**src/rtl/grad_pkg.sv**
```systemverilog
// Shared types and helpers for the gradient-descent step engine:
// FSM state encoding, accumulator width rule and signed saturation.
package grad_pkg;

  typedef enum logic [1:0] {
    IDLE,
    ACC,
    SCALE,
    DONE
  } state_t;

  // Sum of up to 2^n_bit products of (DW) x (DW+1) signed operands cannot overflow.
  function automatic int unsigned acc_width(input int unsigned dw, input int unsigned n_bit);
    return 2 * dw + 1 + n_bit;
  endfunction

  function automatic logic signed [63:0] sat_to(input logic signed [63:0] v,
                                                 input int unsigned        dw);
    logic signed [63:0] hi;
    logic signed [63:0] lo;
    hi = (64'sd1 <<< (dw - 1)) - 64'sd1;
    lo = -(64'sd1 <<< (dw - 1));
    if (v > hi) return hi;
    else if (v < lo) return lo;
    else return v;
  endfunction

endpackage

```
**src/rtl/grad_mac_lane.sv**
```systemverilog
// Combinational subtract-multiply lane: x * (h - y) with the error kept at
// DW+1 bits so that h - y never wraps.
module grad_mac_lane #(
  parameter int unsigned DW = 8
) (
  input  logic signed [DW-1:0] i_x,
  input  logic signed [DW-1:0] i_h,
  input  logic signed [DW-1:0] i_y,
  output logic signed [2*DW:0] o_prod
);

  logic signed [DW:0]   w_e;
  logic signed [2*DW:0] w_xs;
  logic signed [2*DW:0] w_es;

  assign w_e    = {i_h[DW-1], i_h} - {i_y[DW-1], i_y};
  assign w_xs   = {{(DW+1){i_x[DW-1]}}, i_x};
  assign w_es   = {{DW{w_e[DW]}}, w_e};
  assign o_prod = w_xs * w_es;

endmodule

```
**src/rtl/grad_step_engine.sv**
```systemverilog
// One-weight gradient-descent step: teta_out = teta_in - eps * mean(x*(h-y)).
// Define GRAD_SAT_EN to saturate the result; otherwise it wraps to DW bits.
module grad_step_engine
  import grad_pkg::*;
#(
  parameter int unsigned DW       = 8,
  parameter int unsigned N        = 8,
  parameter int unsigned N_BIT    = 3,
  parameter int unsigned EPS_FRAC = DW
) (
  input  logic              clk,
  input  logic              resetn,
  input  logic              enable,
  input  logic              in_valid,
  output logic              in_ready,
  input  logic [N_BIT:0]    n_used,
  input  logic [N*DW-1:0]   x_col,
  input  logic [N*DW-1:0]   h,
  input  logic [N*DW-1:0]   y,
  input  logic [DW-1:0]     teta_in,
  input  logic [DW-1:0]     epsilon,
  output logic              out_valid,
  input  logic              out_ready,
  output logic [DW-1:0]     teta_out,
  output logic              busy
);

  localparam int unsigned ACC_W = acc_width(DW, N_BIT);
  localparam int unsigned PW    = ACC_W + DW + 1;
  localparam int unsigned RW    = PW + 1;

  state_t r_state, w_next;

  logic [N*DW-1:0]         r_x, r_h, r_y;
  logic signed [DW-1:0]    r_teta_in;
  logic [DW-1:0]           r_eps;
  logic [N_BIT:0]          r_n_eff;
  logic [N_BIT-1:0]        r_idx;
  logic signed [ACC_W-1:0] r_acc;
  logic [DW-1:0]           r_teta_out;

  logic [N_BIT:0]          w_n_eff;
  logic                    w_last;
  logic signed [DW-1:0]    w_x, w_h, w_y;
  logic signed [2*DW:0]    w_prod;
  logic signed [ACC_W-1:0] w_grad;
  logic signed [PW-1:0]    w_grad_ext, w_eps_ext, w_scaled, w_step;
  logic signed [RW-1:0]    w_result;
  logic [DW-1:0]           w_teta_next;

  assign w_n_eff = (n_used > (N_BIT+1)'(N)) ? (N_BIT+1)'(N) : n_used;
  assign w_last  = ({1'b0, r_idx} == (r_n_eff - (N_BIT+1)'(1)));

  assign w_x = r_x[r_idx*DW +: DW];
  assign w_h = r_h[r_idx*DW +: DW];
  assign w_y = r_y[r_idx*DW +: DW];

  grad_mac_lane #(.DW(DW)) u_mac (
    .i_x   (w_x),
    .i_h   (w_h),
    .i_y   (w_y),
    .o_prod(w_prod)
  );

  // Mean always divides by nominal N, even when fewer samples were used.
  assign w_grad     = r_acc >>> N_BIT;
  assign w_grad_ext = PW'(w_grad);
  assign w_eps_ext  = PW'(r_eps);
  assign w_scaled   = w_grad_ext * w_eps_ext;
  assign w_step     = w_scaled >>> EPS_FRAC;
  assign w_result   = RW'(r_teta_in) - RW'(w_step);

`ifdef GRAD_SAT_EN
  assign w_teta_next = DW'(sat_to(64'(w_result), DW));
`else
  assign w_teta_next = DW'(w_result);
`endif

  always_ff @(posedge clk or negedge resetn) begin
    if (!resetn) r_state <= IDLE;
    else         r_state <= w_next;
  end

  always_comb begin
    w_next    = r_state;
    in_ready  = (r_state == IDLE);
    busy      = (r_state != IDLE);
    out_valid = (r_state == DONE);
    if (enable) begin
      case (r_state)
        IDLE:    if (in_valid) w_next = (w_n_eff == '0) ? SCALE : ACC;
        ACC:     if (w_last) w_next = SCALE;
        SCALE:   w_next = DONE;
        DONE:    if (out_ready) w_next = IDLE;
        default: w_next = IDLE;
      endcase
    end
  end

  always_ff @(posedge clk or negedge resetn) begin
    if (!resetn) begin
      r_x        <= '0;
      r_h        <= '0;
      r_y        <= '0;
      r_teta_in  <= '0;
      r_eps      <= '0;
      r_n_eff    <= '0;
      r_idx      <= '0;
      r_acc      <= '0;
      r_teta_out <= '0;
    end else if (enable) begin
      case (r_state)
        IDLE: begin
          if (in_valid) begin
            r_x       <= x_col;
            r_h       <= h;
            r_y       <= y;
            r_teta_in <= teta_in;
            r_eps     <= epsilon;
            r_n_eff   <= w_n_eff;
            r_idx     <= '0;
            r_acc     <= '0;
          end
        end
        ACC: begin
          r_acc <= r_acc + ACC_W'(w_prod);
          r_idx <= r_idx + 1'b1;
        end
        SCALE:   r_teta_out <= w_teta_next;
        default: ;
      endcase
    end
  end

  assign teta_out = r_teta_out;

endmodule
```
**config.mk**
```make
export PLATFORM = sky130hd
export DESIGN_NAME = grad_step_engine
export DESIGN_NICKNAME = d
export VERILOG_FILES = /design/src/rtl/grad_pkg.sv /design/src/rtl/grad_mac_lane.sv /design/src/rtl/grad_step_engine.sv
export SDC_FILE = /design/constraint.sdc
export NUM_CORES = 1
export LEC_CHECK = 0
export CAP_MARGIN = 30
export CELL_PAD_IN_SITES_DETAIL_PLACEMENT = 1
export CELL_PAD_IN_SITES_GLOBAL_PLACEMENT = 1
export CORE_MARGIN = 4
export CORE_UTILIZATION = 35
export CTS_BUF_LIST = sky130_fd_sc_hd__clkbuf_8
export DETAILED_ROUTE_END_ITERATION = 10
export GPL_TIMING_DRIVEN = 0
export PLACE_DENSITY = 0.72
export REMOVE_ABC_BUFFERS = 1
export SLEW_MARGIN = 25
export SYNTH_ARGS = -nofsm -noshare
export SYNTH_HDL_FRONTEND = slang
export SYNTH_HIERARCHICAL = 1
export SYNTH_SLANG_ARGS = --single-unit
```
**constraint.sdc**
```tcl
create_clock -name clk -period 7.55 [get_ports clk]
set_input_delay 1.51 -clock clk [delete_from_list [all_inputs] [get_ports clk]]
set_output_delay 1.51 -clock clk [all_outputs]
set_load 0.01 [all_outputs]
```
======== After elaboration in Yosys (flattened, before gate mapping) ========
Index checks and enable logic that the tools add are counted.
word-level totals
  input bits .............................. 217
  output and inout bits ................... 11
  logic and storage cells ................. 46
  flip-flop bits (word level) ............. 245
cells by class
  muxes and demuxes ....................... 10
  equality and inequality tests ........... 7
  $mul .................................... 2
  order comparisons ....................... 1
  shift-type cells ........................ 3
  reduce and logical (&&, ||, !) cells .... 8
  $add $sub $neg .......................... 5
operators with widths
  kind                 count
  $shiftx 64x7->8      3
  $pmux 20 s2          1
  $add 20x17->20       1
  $mux 20              1
  $mul 17x9->16        1
  $mul 8x9->17         1
  $sub 8x8->9          1
  $mux 2               4
  $pmux 2 s4           1
  $sub 8x8->8          1
  $pmux 3 s2           1
  $reduce_and 3->1     2
  $eq 2x2->1 const B   2
  $eq 3x4->1           1
  $gt 4x4->1 const B   1
  $logic_not 4->1      1
  $mux 4               1
  $ne 2x2->1 const B   2
  $reduce_and 4->1     1
  $reduce_bool 2->1    2
  $sub 4x1->4 const B  1
  $add 3x1->3 const B  1
  $mux 3               1
  $eq 2x1->1 const B   1
  3 further kinds      3

======== Logic depth before layout (Yosys ltp) ========
  depth in word-level cells ............... 6
  depth in mapped cells ................... 37
  gate-level depth less buffers ........... 35

======== Modules after synthesis ========
The synthesis kept the hierarchy.
modules (own cells, without submodules)
  module            cells an instance  seq. area each (µm²)  area an instance (µm²)  times used
  grad_step_engine  1127               6105.9                14279.9                 1
  grad_mac_lane     404                0.0                   3379.5                  1

======== Least setup slack after synthesis ========
Ideal clock, no wire load.
  kind .................................... register -> register
  start ................................... reg r_idx[0]
  end ..................................... reg r_acc[18]
  path slack .............................. -0.802 ns
  required time ........................... 7.432 ns
  arrival time ............................ 8.234 ns
  setup time .............................. 0.118 ns
  cell stages (with the launch flop) ...... 35
  period minus slack after synthesis ...... 8.352 ns
  buffers on the path ..................... 2
  cells stage by stage .................... dfrtp_1 > clkbuf_1 > buf_2 > mux4_2 > mux2_2 > inv_1 > ha_1 > inv_1 > fa_1 > a21oi_1 > o21ai_1 > a21oi_2 > xnor2_2 > nand2_1 > fa_1 > inv_1 > fa_1 > fa_1 > inv_1 > fa_1 > inv_1 > ha_1 > or2_0 > a221o_1 > o21ai_1 > xnor2_1 > ha_1 > and4_1 > and2_1 > a221o_2 > o2111ai_2 > a31oi_1 > xnor2_1 > mux2_2 > a21o_1
on the way
  cells in the longest elaborated chain, start to end .. 5
  elaborated cells between the ends (all ways) .. 7
  classes of those cells .................. 2 x add/sub; 1 x mul; 3 x shift; 1 x mux
ends and longest elaborated chain
  what                    RTL line                 text
  start, declared         grad_step_engine.sv:38   logic [N_BIT-1:0] r_idx;
  start signal, assigned  grad_step_engine.sv:127  r_idx <= r_idx + 1'b1;
  $shiftx 64x7->8         grad_step_engine.sv:55   assign w_h = r_h[r_idx*DW +: DW];
  named net w_h[0]        grad_step_engine.sv:44   logic signed [DW-1:0] w_x, w_h, w_y;
  $sub 8x8->9             grad_mac_lane.sv:16      assign w_e = {i_h[DW-1], i_h} - {i_y[DW-1], i_y};
  $mul 8x9->17            grad_mac_lane.sv:19      assign o_prod = w_xs * w_es;
  named net w_prod[12]    grad_step_engine.sv:45   logic signed [2*DW:0] w_prod;
  $add 20x17->20          grad_step_engine.sv:126  r_acc <= r_acc + ACC_W'(w_prod);
  $pmux 20 s2             grad_step_engine.sv:112  case (r_state)
  end signal, assigned    grad_step_engine.sv:126
  end, declared           grad_step_engine.sv:39   logic signed [ACC_W-1:0] r_acc;
The timed path passes the listed nets, and every way through them passes these cells.
A chain may end at the register's enable or synchronous reset.

======== Worst setup path after layout ========
Same ends and word-level chain as after synthesis.

==> metrics <==
main flop type after synthesis=dfrtp_1; CP Class=flip-flop to flip-flop; Hold Path Class=flip-flop to flip-flop; Layout Utilization=45.7%; Ports=~230; post-synthesis cell type count=63; ANT nets after route=0; Remaining DRCs=0; Detailed Place HPWL=33.3 mm; placed cell area=about 21000 sq um; Rel. slew slack=52.0%; cell family with most CP delay=adder cells; most frequent CP cell=fa_1; RSZ-0062 raised after global routing=true; Overflow after GRT=0; yosys warns=6; Vias=~12000; DR pass1 iterations=4; CTS root buffer=clkbuf_8; Yosys top cell by area=dfrtp_1; Syn-to-layout area delta=29.7%; Seq/Total Area, Yosys=34.6%; initial antenna violation count=2; CTS Hold Bufs=0; Worst path slowest cell=fa_1; worst path buffer plus inverter count=7; Post-Synthesis Cells=between 1500 and 2000; EDFF count, synth=0; # rows=82; failing checks=setup timing; Die H=between 200 and 250 um; min cycle time layout=8140 ps; TritonCTS Buffers=46; Iteration-0 DRC Markers=331; Final setup viols=5; vias per cell=4.90; port bufs=227; Antenna Cells=0; Initial Utilization=between 30% and 40%; Worst Path Arrival=8630 ps; post-synthesis cell area=17700 sq um; Worst-Skew Late Latency=620 ps; maximum clock rate=123 MHz; post-layout instance area=22900 sq um; largest net degree at the start of global routing=91; Yosys reg bits=244; CP peak stage delay=570 ps; crit-path max FO=5; Synth async-reset ratio=100%; Max Slew Vio Count=0; outcome=complete, but fails checks; pre-CTS setup slack=-1620 ps; H-tree Lvls=2; CTS tree=done; worst slew pin tran=a little over 700 ps; Reg clk slew, reported paths=50 ps; Max-Cap Viols=0; crit start category=flip-flop; top-area cell type share of the netlist area=roughly 35%; Die W=233 um; Final period util=108%; clk buf depth=3; worst clock skew=slightly below 30 ps; syn avg cell area=11.5 sq um; crit end category=flip-flop; PnR worst setup slack=-595 ps; largest cells by area after synthesis=dfrtp_1 35%, mux2_2 15%, fa_1 14%; Routability Congestion=0.761; fraction of layout cells with a size suffix above 1=between 20% and 30%; vias in the first global route=14304; final hold vios=0; first-pass GRT wire length=74.9 mm; Final #Nets=2247; Total Routing Usage GR=about 17%; die area=around 54000 sq um; clk sinks=244; Required @ worst endpoint=around 8000 ps; Core Region=~50000 sq um; DRT Wirelength=~46 mm; WL/cell=~18 um
==> cell families after synthesis <==
| logic type | Yosys count | share of synthesized area, % |
|---|---|---|
| muxes | 293 | 21.7 |
| adders and majority gates | 220 | 20.8 |
| xor gates and xnor gates | 66 | 3.32 |
| and+or+nand+nor | 307 | 8.78 |
| AOI/OAI and AO/OA | 146 | 5.33 |
| buffers and inverters | 255 | 5.48 |
| DFF | 244 | 34.6 |
==> metrics by stage <==
stage	instances	hold WS (ps)	TNS [ps]
finish	2517	488	-1150
global route	2517	510	-3110
CTS	2498	496	-903
detailed placement	2371	484	-8200
global placement	2361	470	-2507640
floorplan	1462	450	-296760
==> flip-flops by register name, summed over array words and instances (netlist names) <==
register / cells
r_acc: 19
r_eps: 8
r_h: 64
r_idx: 3
r_n_eff: 4
r_state: 2
r_teta_in: 8
r_x: 64
r_y: 64
teta_out: 8
==> cell usage after synthesis (all sizes together) (3+ instances only) <==
cell    count
a21oi      30
clkbuf     59
nand2     101
a211oi      3
buf        10
nand4b      3
xor2       20
mux2      240
o21ai      56
nor3        9
inv       186
nor2       32
nor2b      22
fa        123
a21o       16
mux4       48
o21a        8
o31ai       4
a31oi       6
nand4       5
and3        4
mux2i       5
dfrtp     244
xnor2      46
nand2b     24
nand3      31
ha         97
o21bai      5
and2       68
==> worst reg2reg max path: cells and delay by family, from the launching register on <==
family,cells,cell delay (ps)
muxes,3,1020
buffers and inverters,7,650
and+or+nand+nor,2,300
adders and majority gates,8,3050
DFF,1,500
xor gates and xnor gates,2,320
AOI/OAI and AO/OA,10,2220
==> final timing paths <==
check	from	end	slack, ps	depth (start not counted)
max reg2reg	r_idx[0]	r_acc[18]	-590	32
min in group asynchronous	resetn	r_y[52]	870	1
max	r_idx[0]	r_acc[18]	-590	32
max in group asynchronous	resetn	r_idx[0]	5310	3
min	teta_out[7]	teta_out[7]	490	2
min reg2reg	teta_out[7]	teta_out[7]	490	2
==> what timing repair did <==
item	in CTS	in global routing
setup buffers	42	19
resized for setup	82	39
endpoints found under the setup margin	10	8
pin swaps	61	41
cloned	2	0
==> cell type report <==
class	instances	area, sq um
clock inverters	20	109
fillers	5346	27200
inverters	186	701
flip-flops and latches	244	6110
well taps	672	841
multi-input cells	1032	11100
repair buffers	300	3150
clock buffers	63	867
==> per-layer routing <==
| metal | GRT usage, % | wire length [um] |
|---|---|---|
| met4 | 4.99 | 1200 |
| met3 | 4.51 | 2480 |
| met2 | 30.9 | 23900 |
| met1 | 20.0 | 18300 |
| met5 | 0 | 23 |
==> cell usage in the layout, fill, tap and decap left out, drive strengths merged, types with 3 or more instances in the layout <==
cell type	synthesis	layout
dfrtp	244	244
mux2	240	240
clkdlybuf4s50	0	226
inv	186	199
fa	123	123
nand2	101	101
ha	97	97
buf	10	73
and2	68	68
clkbuf	59	63
o21ai	56	56
mux4	48	48
xnor2	46	46
nor2	32	32
nand3	31	31
a21oi	30	30
nand2b	24	24
nor2b	22	22
xor2	20	20
a21o	16	16
nor3	9	9
o21a	8	8
a31oi	6	6
nand4	5	5
clkinv	0	5
o21bai	5	5
mux2i	5	5
o31ai	4	4
and3	4	4
nand4b	3	3
a211oi	3	3
Power is left out: the tool's default activity adds up to more than one toggle a clock period on the data nets, which glitch-free logic cannot reach.
